## config.mk

```make
export PLATFORM = sky130hd
export DESIGN_NAME = autotest_result_packer
export DESIGN_NICKNAME = d
export VERILOG_FILES = /design/src/rtl/autotest_result_packer.sv
export SDC_FILE = /design/constraint.sdc
export NUM_CORES = 1
export LEC_CHECK = 0
export ABC_AREA = 1
export CAP_MARGIN = 25
export CELL_PAD_IN_SITES_DETAIL_PLACEMENT = 1
export CELL_PAD_IN_SITES_GLOBAL_PLACEMENT = 2
export CORE_MARGIN = 4
export CORE_UTILIZATION = 30
export CTS_CLUSTER_SIZE = 10
export DETAILED_ROUTE_END_ITERATION = 7
export PLACE_DENSITY_LB_ADDON = 0.1
export SLEW_MARGIN = 40
export SYNTH_ARGS = -nofsm -noshare
export SYNTH_HDL_FRONTEND = slang
export SYNTH_SLANG_ARGS = --single-unit
```

## constraint.sdc

```tcl
create_clock -name clk -period 2.3 [get_ports clk]
set_clock_uncertainty 0.1 [all_clocks]
set_input_delay 0.46 -clock clk [delete_from_list [all_inputs] [get_ports clk]]
set_output_delay 0.46 -clock clk [all_outputs]
set_load 0.01 [all_outputs]
```

## src/rtl/autotest_result_packer.sv

```systemverilog
// Packs a captured UUT result into one SD block write: result bytes MSB first, then padding.
// Define AUTOTEST_PACKER_CRC8_EN to insert a CRC-8 (poly 0x07) byte right after the result.
module autotest_result_packer #(
    parameter int         OUTPUT_SIZE_1 = 32,
    parameter int         BLOCK_BYTES   = 512,
    parameter logic [7:0] PAD_BYTE      = 8'h00
) (
    input  logic                     clk,
    input  logic                     rst,
    input  logic                     capture,
    input  logic [OUTPUT_SIZE_1-1:0] result_in,
    input  logic [31:0]              block_addr_in,
    input  logic                     spi_busy,
    input  logic                     spi_err,
    output logic                     spi_w_block,
    output logic                     spi_w_byte,
    output logic [7:0]               spi_data_in,
    output logic [31:0]              spi_block_addr,
    output logic                     busy,
    output logic                     done,
    output logic                     err
);

    localparam logic [9:0] RESULT_BYTES = 10'(OUTPUT_SIZE_1 / 8);
    localparam logic [9:0] LAST_BYTE    = 10'(BLOCK_BYTES - 1);

    typedef enum logic [3:0] {
        IDLE, BLK_WAIT, BLK_STB, BLK_ACK, BYTE_WAIT,
        BYTE_STB, BYTE_ACK, NEXT, DONE, ERROR
    } state_t;

    state_t                   state;
    logic [9:0]               byte_cnt;
    logic [OUTPUT_SIZE_1-1:0] result_q;
    logic                     ack_seen;
    logic [7:0]               next_byte;

`ifdef AUTOTEST_PACKER_CRC8_EN
    logic [7:0] crc_q;

    function automatic logic [7:0] crc8_step(input logic [7:0] crc, input logic [7:0] data);
        logic [7:0] c;
        c = crc ^ data;
        for (int i = 0; i < 8; i++) begin
            c = c[7] ? ({c[6:0], 1'b0} ^ 8'h07) : {c[6:0], 1'b0};
        end
        return c;
    endfunction
`endif

    // Byte to present for the current counter position
    always_comb begin
        next_byte = PAD_BYTE;
        if (byte_cnt < RESULT_BYTES) begin
            next_byte = 8'(result_q >> {RESULT_BYTES - 10'd1 - byte_cnt, 3'b000});
        end
`ifdef AUTOTEST_PACKER_CRC8_EN
        else if (byte_cnt == RESULT_BYTES) begin
            next_byte = crc_q;
        end
`endif
    end

    always_ff @(posedge clk or negedge rst) begin
        if (!rst) begin
            state          <= IDLE;
            byte_cnt       <= '0;
            result_q       <= '0;
            ack_seen       <= 1'b0;
            spi_w_block    <= 1'b0;
            spi_w_byte     <= 1'b0;
            spi_data_in    <= 8'h00;
            spi_block_addr <= 32'h0;
            busy           <= 1'b0;
            done           <= 1'b0;
            err            <= 1'b0;
`ifdef AUTOTEST_PACKER_CRC8_EN
            crc_q          <= 8'h00;
`endif
        end else begin
            spi_w_block <= 1'b0;
            spi_w_byte  <= 1'b0;
            // A host error wins over any busy handshake in the same cycle
            if (busy && spi_err) begin
                state <= ERROR;
                busy  <= 1'b0;
                err   <= 1'b1;
            end else begin
                case (state)
                    IDLE, DONE, ERROR: begin
                        if (capture) begin
                            result_q       <= result_in;
                            spi_block_addr <= block_addr_in;
                            byte_cnt       <= '0;
                            ack_seen       <= 1'b0;
                            busy           <= 1'b1;
                            done           <= 1'b0;
                            err            <= 1'b0;
                            state          <= BLK_WAIT;
`ifdef AUTOTEST_PACKER_CRC8_EN
                            crc_q          <= 8'h00;
`endif
                        end
                    end
                    BLK_WAIT: begin
                        if (!spi_busy) begin
                            state       <= BLK_STB;
                            spi_w_block <= 1'b1;
                        end
                    end
                    BLK_STB: begin
                        state    <= BLK_ACK;
                        ack_seen <= 1'b0;
                    end
                    BLK_ACK: begin
                        if (spi_busy) ack_seen <= 1'b1;
                        else if (ack_seen) state <= BYTE_WAIT;
                    end
                    BYTE_WAIT: begin
                        if (!spi_busy) begin
                            state       <= BYTE_STB;
                            spi_w_byte  <= 1'b1;
                            spi_data_in <= next_byte;
`ifdef AUTOTEST_PACKER_CRC8_EN
                            if (byte_cnt < RESULT_BYTES) crc_q <= crc8_step(crc_q, next_byte);
`endif
                        end
                    end
                    BYTE_STB: begin
                        state    <= BYTE_ACK;
                        ack_seen <= 1'b0;
                    end
                    BYTE_ACK: begin
                        if (spi_busy) ack_seen <= 1'b1;
                        else if (ack_seen) state <= NEXT;
                    end
                    NEXT: begin
                        byte_cnt <= byte_cnt + 10'd1;
                        if (byte_cnt == LAST_BYTE) begin
                            state <= DONE;
                            busy  <= 1'b0;
                            done  <= 1'b1;
                        end else begin
                            state <= BYTE_WAIT;
                        end
                    end
                    default: state <= IDLE;
                endcase
            end
        end
    end

endmodule

```

==> run_results.csv <==
group,metric,value,unit
clock_network,post_cts_resized,0,
cells_and_area,num_antenna_cells,0,
power,vdd_ir_drop_max,0.4760,mV
status,status,"finished, final reports clean",
clock_network,cts_max_level,3,
worst_setup_path,r2r-start,"byte_cnt[2]",
worst_setup_path,cp.buffers_inverters,1,
routing,totalWireLength,13180,um
clock_network,cts_root_buf,"clkbuf_16",
place,finalWeightedCongestion,0.7778,
worst_setup_path,critical-path-top-delay-family,"buffers and inverters",
yosys,netlist.top_cell.by_area,"dfrtp_1",
worst_setup_path,crit_fanout,2,
worst_setup_path,critical_path.startpoint_type,"flip-flop",
sta,setup_violations,0,
worst_setup_path,critical_path_required,1740,ps
worst_setup_path,crit_path_end,"spi_block_addr[19]",
die,design.core.area,14700,um2
routing,drc,0,
yosys,ys_top_cells_by_area,"dfrtp_1 50%, nand2_1 16%, inv_1 8.0%",
cells_and_area,drive_gt1_share,6.787,%
worst_setup_path,setup.reg_to_reg.worst_slack,460,ps
worst_setup_path,r2r_cells,10,
worst_setup_path,timing.critical_path.slowest_cell_delay,600,ps
die,dieHeight,131.4,um
worst_setup_path,regToRegEndpoint,"spi_data_in[0]",
worst_setup_path,cp_data_arrival_time,1300,ps
routing,route.detailed.wl_per_inst,14.55,um
clock_network,clk_transition_reported_paths,60,ps
place,hpwlAfterDp,10020,um
yosys,postSynthAreaPerCell,7.637,um2
yosys,count_of_synthesis_stage_warnings_from_yosys,0,
yosys,synth_top_area_share,50.41,%
global_routing,grt_start_max_net_pins,53,
clock_network,hold_buffers_post_cts,1,
clock_network,worst_skew_pair.late_latency,350,ps
min_path,hold_path.class,"in2async",
sta,maxClockFrequency,539.0,MHz
die,die_area,17260,um2
global_routing,grt_pass1_vias,4511,
die,floorplan.initialDensity,31.07,%
place,io_buffers,113,
place,post-place-ws,221.9,ps
power,power-per-cell-area,1151,nW/um2
yosys,syn_inst,598,
worst_setup_path,endpoint_kind,"output port",
routing,dr_total_vias,4107,
worst_setup_path,crit_chain,"clkdlybuf4s50_1",
routing,antenna_violating_nets_post_route,0,
power,static-leakage-power,3.071,nW
sta,min_period_over_period,80.66,%
sta,hold_violations,0,
cells_and_area,num-nets-final,790,
clock_network,cts_sinks,92,
yosys,syn-num-nets,671,
yosys,synthesis.area,4567,um2
sta,post-route-worst-setup-slack,444.7,ps
sta,slew_viol_final,0,
global_routing,grt_util_all_layers,16.20,%
global_routing,grt-ovfl-total,0,
routing,drt_first_iter_violations,163,
flow_run,maxcap_viol_count,0,
clock_network,cts_made_buffers,9,
cells_and_area,syn_to_final_growth,37.15,%
worst_setup_path,slowest_stage_cell_cp,"clkdlybuf4s50_1",
clock_network,post-cts-setup-buffer-count,0,
sta,period_needed,1855,ps
routing,avgViaCountPerCell,4.533,
sta,fin_setup_tns,0,ps
die,num_rows,44,
global_routing,first_pass_grt_wire_length,22830,um
worst_setup_path,critical_path.startpoint,"spi_block_addr[19]",
sta,rsz0062_at_grt,"no",
worst_setup_path,critical_path_depth,1,
yosys,seq_area_frac_synth,50.41,%
power,power.total,7.207,mW
yosys,yosys_register_bits,92,
yosys,synth.distinct_cells,24,
routing,detailedRoute.firstPassIterationCount,4,
worst_setup_path,cp_class,"reg2out",
die,fp.dieW,131.4,um
sta,worst_case_headroom_to_the_max_slew_limit,68.71,%
die,floorplan.io_pins,114,
global_routing,antenna_found_initial,0,
sta,worst_pin_slew,469.3,ps
clock_network,cts_tree,"built",
clock_network,cts_buffer_depth,2,
## cell type report
cell class / count / area [um2]
inverter: 104 / 390.4
sequential: 92 / 2302
fill: 1800 / 8436
clock inverter: 3 / 20.02
multi-input combinational: 378 / 1702
clock buffer: 13 / 270.3
tap: 184 / 230.2
timing repair buffer: 132 / 1349
## how the worst min path moves through the flow
stage / from / to / depth (start not counted) / slack, ps
CTS: rst / spi_block_addr[29] / 2 / 350
floorplan: rst / ack_seen / 0 / 60
global route: rst / result_q[22] / 2 / 360
finish: rst / result_q[22] / 2 / 360
global placement: rst / result_q[22] / 1 / 180
detailed placement: rst / result_q[22] / 1 / 180
## where the power goes
part           leakage (nW)  internal (mW)  switching (mW)
combinational          1.77           1.46            1.69
clock                 0.138          0.821           0.635
sequential             1.17           2.29           0.310
## synthesized netlist by cell type, drive strengths merged
library cell,number
o21ai,73
nand2,190
dfrtp,92
ha,4
nand4,6
buf,17
inv,102
clkbuf,7
nand3,53
nor2,39
xor2,3
nand3b,2
a21oi,3
clkinv,2
o2111ai,1
nor3,4
## through the flow
stage	std cells	hold WS (ps)	util (%)	area, um2
after floorplan	598	64.41	-	4567
after global placement	889	180.2	40.57	5963
after detailed placement	889	181.7	40.57	5963
after CTS	906	347.3	42.61	6264
after global routing	906	361.8	42.61	6264
final	906	363.4	42.61	6264
## cells in the final DEF, fill, tap and decap left out, types with 6 or more instances in the layout
cell / n
nand2_1: 189
clkdlybuf4s50_1: 112
inv_1: 97
dfrtp_1: 92
o21ai_1: 57
nand3_1: 53
nor2_1: 31
o21ai_0: 16
buf_4: 13
clkbuf_16: 9
nor2_2: 7
nand4_1: 6
buf_12: 6
## cell families (layout without fill, tap and decap cells)
logic type | Yosys count | in the layout | synth area share (%)
adder cells (fa/ha/maj) | 4 | 4 | 1.096
flip-flops | 92 | 92 | 50.41
AND/OR/NAND/NOR | 294 | 294 | 27.07
AO/OA/AOI/OAI | 77 | 77 | 8.520
buffers and inverters | 128 | 252 | 12.33
XOR/XNOR | 3 | 3 | 0.5754
## flip-flops by register name, indices dropped and copies added, names as in the netlist
register        count
spi_block_addr     32
state               4
byte_cnt           10
done                1
busy                1
ack_seen            1
result_q           32
err                 1
spi_data_in         8
spi_w_byte          1
spi_w_block         1
## layer usage
layer / share of wire (%) / up-vias / GRT usage (%)
li1: - / 2071 / -
met1: 45 / 1942 / 20.15
met2: 46 / 83 / 26.24
met3: 8.0 / 11 / 7.148
met4: 0.93 / 0 / 3.501
met5: 0 / - / 0
Power figures use the tool's default switching activity.
